<file path="config.mk">
export PLATFORM = sky130hd
export DESIGN_NAME = pc_gen
export DESIGN_NICKNAME = d
export VERILOG_FILES = /design/src/rtl/pc_gen_pkg.sv /design/src/rtl/pc_btb.sv /design/src/rtl/pc_gen.sv
export SDC_FILE = /design/constraint.sdc
export NUM_CORES = 1
export LEC_CHECK = 0
export CORE_UTILIZATION = 41
export CTS_CLUSTER_SIZE = 8
export DETAILED_ROUTE_END_ITERATION = 10
export MAX_ROUTING_LAYER = met4
export PLACE_DENSITY = 0.87
export SLEW_MARGIN = 20
export SYNTH_ARGS = -nofsm -noshare
export SYNTH_HDL_FRONTEND = slang
export SYNTH_SLANG_ARGS = --single-unit
</file>
<file path="constraint.sdc">
create_clock -name clk -period 13.15 [get_ports clk]
set_clock_uncertainty 0.1 [all_clocks]
set_input_delay 1.9725 -clock clk [delete_from_list [all_inputs] [get_ports clk]]
set_output_delay 1.9725 -clock clk [all_outputs]
set_load 0.02 [all_outputs]
</file>
<file path="src/rtl/pc_gen_pkg.sv">
// Shared fetch-front-end types: redirect channel indices, PC generator
// states and the BTB entry layout.
package pc_gen_pkg;

    localparam int REDIR_TRAP   = 0;
    localparam int REDIR_CSR    = 1;
    localparam int REDIR_BRANCH = 2;

    localparam int PKG_XLEN = 64;

    typedef enum logic [1:0] {
        BOOT,
        RUN,
        HOLD
    } pcg_state_e;

    typedef struct packed {
        logic [PKG_XLEN-1:0] tag;
        logic [PKG_XLEN-1:0] target;
        logic                valid;
    } btb_entry_t;

endpackage

</file>
<file path="src/rtl/pc_btb.sv">
// Direct-mapped branch target buffer: combinational lookup on the current
// request PC, registered training write (same-cycle reads see old data).
module pc_btb
    import pc_gen_pkg::*;
#(
    parameter int XLEN        = 64,
    parameter int BTB_ENTRIES = 16
) (
    input  logic            clk,
    input  logic            reset,
    input  logic [XLEN-1:0] lookup_pc_i,
    output logic            hit_o,
    output logic [XLEN-1:0] target_o,
    input  logic            train_valid_i,
    input  logic [XLEN-1:0] train_pc_i,
    input  logic [XLEN-1:0] train_target_i
);

    localparam int IW = $clog2(BTB_ENTRIES);

    btb_entry_t ent_q [BTB_ENTRIES];

    logic [IW-1:0]       rd_idx;
    logic [IW-1:0]       wr_idx;
    logic [PKG_XLEN-1:0] rd_tag;
    btb_entry_t          rd_ent;
    btb_entry_t          wr_ent;
    logic                unused_low;

    assign rd_idx = lookup_pc_i[IW+1:2];
    assign wr_idx = train_pc_i[IW+1:2];
    assign rd_tag = PKG_XLEN'(lookup_pc_i >> (IW + 2));
    assign rd_ent = ent_q[rd_idx];

    assign hit_o    = rd_ent.valid && (rd_ent.tag == rd_tag);
    assign target_o = XLEN'(rd_ent.target);

    always_comb begin
        wr_ent        = '0;
        wr_ent.tag    = PKG_XLEN'(train_pc_i >> (IW + 2));
        wr_ent.target = PKG_XLEN'(train_target_i);
        wr_ent.valid  = 1'b1;
    end

    // Low two PC bits never select or tag an entry.
    assign unused_low = ^{lookup_pc_i[1:0], train_pc_i[1:0]};

    always_ff @(posedge clk or posedge reset) begin
        if (reset) begin
            for (int i = 0; i < BTB_ENTRIES; i++) begin
                ent_q[i] <= '0;
            end
        end else if (train_valid_i) begin
            ent_q[wr_idx] <= wr_ent;
        end
    end

endmodule

</file>
<file path="src/rtl/pc_gen.sv">
// Registered fetch PC generator with prioritised redirects and a
// valid/ready request handshake. Optional BTB: define PCGEN_BTB_EN.
module pc_gen
    import pc_gen_pkg::*;
#(
    parameter int              XLEN         = 64,
    parameter int              NUM_REDIRECT = 3,
    parameter logic [XLEN-1:0] RESET_PC     = 64'h0000_0000_8000_0000,
    parameter int              BTB_ENTRIES  = 16
) (
    input  logic                               clk,
    input  logic                               reset,
    input  logic [NUM_REDIRECT-1:0]            redirect_valid,
    input  logic [NUM_REDIRECT-1:0][XLEN-1:0]  redirect_pc,
    input  logic                               pc_ready,
    output logic                               pc_valid,
    output logic [XLEN-1:0]                    pc,
    output logic                               pc_kill,
    output logic                               pred_taken,
    input  logic                               train_valid,
    input  logic [XLEN-1:0]                    train_pc,
    input  logic [XLEN-1:0]                    train_target
);

    pcg_state_e      state_q, state_d;
    logic [XLEN-1:0] pc_q, pc_d;
    logic            valid_q, valid_d;
    logic            pend_v_q, pend_v_d;
    logic [XLEN-1:0] pend_pc_q, pend_pc_d;

    logic            redir_any;
    logic [XLEN-1:0] win_pc;
    logic            hs;
    logic            stall;
    logic            btb_hit;
    logic [XLEN-1:0] btb_tgt;
    logic            use_pred;

    assign redir_any = |redirect_valid;
    assign hs        = valid_q && pc_ready;
    assign stall     = valid_q && !pc_ready;

    // Scan high to low so the lowest asserted index ends up winning.
    always_comb begin
        win_pc = '0;
        for (int i = NUM_REDIRECT - 1; i >= 0; i--) begin
            if (redirect_valid[i]) begin
                win_pc = {redirect_pc[i][XLEN-1:1], 1'b0};
            end
        end
    end

`ifdef PCGEN_BTB_EN
    pc_btb #(
        .XLEN        (XLEN),
        .BTB_ENTRIES (BTB_ENTRIES)
    ) u_btb (
        .clk            (clk),
        .reset          (reset),
        .lookup_pc_i    (pc_q),
        .hit_o          (btb_hit),
        .target_o       (btb_tgt),
        .train_valid_i  (train_valid),
        .train_pc_i     (train_pc),
        .train_target_i (train_target)
    );
`else
    logic unused_train;

    assign btb_hit      = 1'b0;
    assign btb_tgt      = '0;
    assign unused_train = ^{train_valid, train_pc, train_target};
`endif

    assign use_pred   = hs && !redir_any && !pend_v_q && btb_hit;
    assign pc_kill    = hs && (redir_any || pend_v_q);
    assign pred_taken = use_pred;
    assign pc         = pc_q;
    assign pc_valid   = valid_q;

    always_comb begin
        state_d   = state_q;
        pc_d      = pc_q;
        valid_d   = valid_q;
        pend_v_d  = pend_v_q;
        pend_pc_d = pend_pc_q;
        unique case (state_q)
            BOOT: begin
                valid_d = 1'b1;
                pc_d    = RESET_PC;
                state_d = RUN;
            end
            RUN: begin
                if (redir_any && stall) begin
                    pend_pc_d = win_pc;
                    pend_v_d  = 1'b1;
                    state_d   = HOLD;
                end else if (redir_any) begin
                    pc_d    = win_pc;
                    valid_d = 1'b1;
                end else if (hs) begin
                    pc_d = use_pred ? btb_tgt : pc_q + XLEN'(4);
                end
            end
            HOLD: begin
                if (hs) begin
                    pc_d     = redir_any ? win_pc : pend_pc_q;
                    pend_v_d = 1'b0;
                    state_d  = RUN;
                end else if (redir_any) begin
                    pend_pc_d = win_pc;
                end
            end
            default: state_d = BOOT;
        endcase
    end

    always_ff @(posedge clk or posedge reset) begin
        if (reset) begin
            state_q   <= BOOT;
            pc_q      <= RESET_PC;
            valid_q   <= 1'b0;
            pend_v_q  <= 1'b0;
            pend_pc_q <= '0;
        end else begin
            state_q   <= state_d;
            pc_q      <= pc_d;
            valid_q   <= valid_d;
            pend_v_q  <= pend_v_d;
            pend_pc_q <= pend_pc_d;
        end
    end

endmodule

</file>
== After elaboration in Yosys (flattened, before gate mapping) ==
Index checks and enable logic that the tools add are counted.

* Register bits: 132
* Output and inout bits: 67
* Logic and storage cells: 51

* $add $sub $neg: 1
* Equality and inequality tests: 8
* Multiplexer cells: 21
* Reduce and logical (&&, ||, !) cells: 16

{| class="wikitable"
|+ Operators by type and width
! cell !! count
|-
| 64-bit 2-to-1 mux || 10
|-
| 64-bit case mux with 3 select lines || 1
|-
| 64-bit case mux with 2 select lines || 1
|-
| 64-bit by 3-bit adder with 64-bit output, second input constant || 1
|-
| 2-bit != test, second input constant || 5
|-
| 3-bit AND reduction || 3
|-
| 2-bit case mux with 3 select lines || 1
|-
| 1-bit logical AND || 4
|-
| 1-bit 2-to-1 mux || 4
|-
| 2-bit 2-to-1 mux || 2
|-
| 1-bit case mux with 2 select lines || 2
|-
| 4-bit AND reduction || 1
|-
| 2-bit nonzero test || 2
|-
| 3-bit != test, second input constant || 1
|-
| 3-bit nonzero test || 1
|-
| 3-bit OR reduction || 1
|-
| 2-bit by 1-bit equality test with 1-bit output, second input constant || 1
|-
| 2-bit equality test, second input constant || 1
|-
| 2-bit zero test || 1
|-
| 2-bit AND reduction || 1
|-
| 1-bit zero test || 1
|-
| 1-bit logical OR || 1
|}

== Longest topological paths before layout ==
* Word-level depth: 6
* Gate-level depth with buffers: 11
* Mapped depth without buffers: 8

== Worst setup path before layout ==
OpenSTA, ideal clock, no wires.

* Path kind: input-to-output
* Start: in redirect_valid[2]
* End: out pc_kill
* Arrival: 3.463 ns
* Data required time: 11.078 ns
* Slack: 7.614 ns
* Stages: 7
* Cell sequence: or3_1 > clkbuf_1 > clkbuf_1 > clkbuf_1 > buf_1 > nor2_1 > nor2_1

* Longest elaborated chain between the ends: 3

{| class="wikitable"
|+ Ends and longest elaborated chain
! item !! line !! source
|-
| from (decl) || pc_gen.sv:13 || <nowiki>input logic [NUM_REDIRECT-1:0] redirect_valid,</nowiki>
|-
| 3-bit OR reduction || pc_gen.sv:39 || <nowiki>assign redir_any = |redirect_valid;</nowiki>
|-
| 1-bit logical OR || pc_gen.sv:76 || <nowiki>assign pc_kill = hs && (redir_any || pend_v_q);</nowiki>
|-
| 1-bit logical AND || pc_gen.sv:76 ||
|-
| to (decl) || pc_gen.sv:18 || <nowiki>output logic pc_kill,</nowiki>
|}

No other way between the ends.

== Worst setup path after layout ==
Same ends and word-level chain as after synthesis.

==> reports/metrics.csv <==
metric;value;unit
grt_setup_unrepaired;no;
die_height;156.5;µm
rows;56;
io_buf_count;260;
root_buffer;sky130_fd_sc_hd__clkbuf_16;
n_antenna_cell;0;
cts.path.max_buffers;2;
cts-buffers-inserted;17;
power;2.440;mW
tns;0;ns
design.portCount;394;
yosys-top-cells-count;sky130_fd_sc_hd__o21ai_0, sky130_fd_sc_hd__nand2_1, sky130_fd_sc_hd__dfrtp_1, sky130_fd_sc_hd__nor2_1, sky130_fd_sc_hd__a21oi_1;
htree_levels;4;
cap_viol_max_count;0;
max-vdd-ir-drop;0.1103;mV
most_repeated_cell_in_the_gate_level_netlist_after_synthesis;sky130_fd_sc_hd__o21ai_0;
netlist.area_leader.share;0.3350;
slew_violations;0;
place_congestion;0.9578;
synth-seq-cells;132;
clk_pin_slew;0.06;ns
synth_seq_area_share;0.3376;
die_w;156.5;µm
initial_detailed_routing_violation_count;1612;
number_of_standard_cells_after_synthesis;1241;
postSynthNetCount;1573;
hold_class;reg2reg;
timing.final.setup_violations;0;
synth.top_cells.by_area;sky130_fd_sc_hd__dfrtp_1, sky130_fd_sc_hd__o21ai_0, sky130_fd_sc_hd__nand2_1, sky130_fd_sc_hd__mux2_2, sky130_fd_sc_hd__a22oi_1;
cellLeakagePower;5.017;nW
synth-async-reset-ratio;1.000;
antenna_found_initial;0;
hold_buffers;0;
synthesis.yosys.warnings;0;
fin_crit;5.866;ns
tightestPinTransition;0.9793;ns
cell_by_cell_listing_of_the_critical_path;clkdlybuf4s50_1 > buf_4 > or3_2 > nor2_1 > nor2_1 > clkdlybuf4s50_1;
path_class;in2out;
maximum_clock_frequency;170.5;MHz
hpwlAfterDp;27810;µm
post_cts.resized_instances;0;
layout-drive-gt1-share;0.08414;
ys.flop_type;sky130_fd_sc_hd__dfrtp_1;
gr-total-overflow;0;
routedWlPerCell;21.98;µm
global_route.usage.total;0.3244;
detail_route.vias_per_cell;6.457;
worst_ep_arrival_time;3.79;ns
post_layout_nonfiller_instances;1769;
tritoncts;built;
synth_enable_flop_cells;0;
cts_sinks;132;
post-place-cells;1737;
run_status;finished clean;
synthesis.area_per_instance;7.886;µm²
max_fo_critical_path;15;
cpPeakStageDelay;0.58;ns
setup.worst_path.end_class;output port;
post_synth_instance_area;9787;µm²
first_global_vias;10510;
worstSkewPairLatency;0.44;ns
post_cts_buffers;0;
layout.nets;1769;
start_kind;primary input;
route.detailed.drc;0;
worst_relative_slew_slack;0.3403;
antenna_left;0;
grt_max_degree;89;
fp.coreArea;23470;µm²
route.final.wire_length;38880;µm
critPathRequiredTime;11.08;ns
detailroute.via_count;11420;
hold_viol;0;
power_per_cell_area;186.0;nW/µm²
timing.critical_path.slowest_stage_cell;sky130_fd_sc_hd__clkdlybuf4s50_1;
first_pass_iters;6;
start_util;0.4170;
die_area;24490;µm²
ratio_of_final_minimum_period_to_clock_period;0.4461;
synthDistinctLibCells;74;
wire_length_of_the_first_global_routing_pass;58710;µm
synth_area_leader_cell;sky130_fd_sc_hd__dfrtp_1;
area_growth;34.07;%
==> metal layers <==
metal	GRT usage	part of all wire	vias up
met5	-	0	-
met4	0.1130	0.031	0
met3	0.08308	0.12	102
met2	0.4632	0.43	818
met1	0.4421	0.42	5398
li1	-	-	5105
==> final timing paths <==
kind                                end  slack (ns)              start  cells past startpoint
max                             pc_kill        7.28  redirect_valid[2]                      6
min                        pend_pc_q[4]        0.38       pend_pc_q[4]                      2
max reg2reg                      pc[27]        9.43         state_q[1]                      9
min reg2reg                pend_pc_q[4]        0.38       pend_pc_q[4]                      2
max in group asynchronous  pend_pc_q[1]        9.56              reset                      3
min in group asynchronous        pc[38]        1.97              reset                      2
==> worst max-delay path, delay by kind of cell <==
| family | cells | cell delay, ns |
|---|---|---|
| and+or+nand+nor | 3 | 0.65 |
| buffers and inverters | 3 | 1.18 |
==> metrics by stage <==
stage / worst slack [ns] / hold WS (ns) / utilization / area [µm²]
after floorplan: 7.553 / 0.3447 / - / 9787
after global placement: 7.286 / 0.3602 / 0.5348 / 12550
after detailed placement: 7.290 / 0.3661 / 0.5348 / 12550
after CTS: 7.283 / 0.3787 / 0.5590 / 13120
after global routing: 7.226 / 0.3847 / 0.5590 / 13120
final: 7.284 / 0.3811 / 0.5590 / 13120
==> sequential cells by signal, indices dropped and copies added (netlist names) <==
signal     count
pc            64
pc_valid       1
pend_pc_q     64
pend_v_q       1
state_q        2
==> layout by cell type (no fill, tap or decap), types with 23 or more instances in the layout <==
cell and count:
sky130_fd_sc_hd__nand2_1 147, sky130_fd_sc_hd__clkdlybuf4s50_1 258, sky130_fd_sc_hd__dfrtp_1 131, sky130_fd_sc_hd__mux2_2 42
sky130_fd_sc_hd__nor2_1 80, sky130_fd_sc_hd__a22oi_1 56, sky130_fd_sc_hd__nor3_1 23, sky130_fd_sc_hd__o21ai_0 169
sky130_fd_sc_hd__a21oi_1 76, sky130_fd_sc_hd__o22ai_1 47, sky130_fd_sc_hd__nand3_1 44
==> cells by family after synthesis <==
family | count (synthesis) | share of synthesized area
AO/OA/AOI/OAI | 519 | 0.3417
AND/OR/NAND/NOR | 402 | 0.2007
flip-flops | 132 | 0.3376
buffers and inverters | 125 | 0.05088
multiplexers | 46 | 0.05242
XOR/XNOR | 11 | 0.009844
adder cells (fa/ha/maj) | 5 | 0.006392
other | 1 | 0.0003832
==> area by class of cell <==
cell class	count	area, µm²
Clock buffer	18	439.2
Fill cell	2128	10350
Sequential cell	132	3304
Multi-Input combinational cell	984	6020
Timing Repair Buffer	280	2745
Inverter	22	85.08
Tap cell	319	399.1
Clock inverter	14	128.9
==> report_power, final <==
| group | switching, mW | internal [mW] | total (mW) |
|---|---|---|---|
| combinational | 0.671 | 0.480 | 1.15 |
| clock | 0.200 | 0.266 | 0.466 |
| sequential | 0.241 | 0.583 | 0.824 |
| total | 1.11 | 1.33 | 2.44 |
Power figures use the tool's default switching activity.
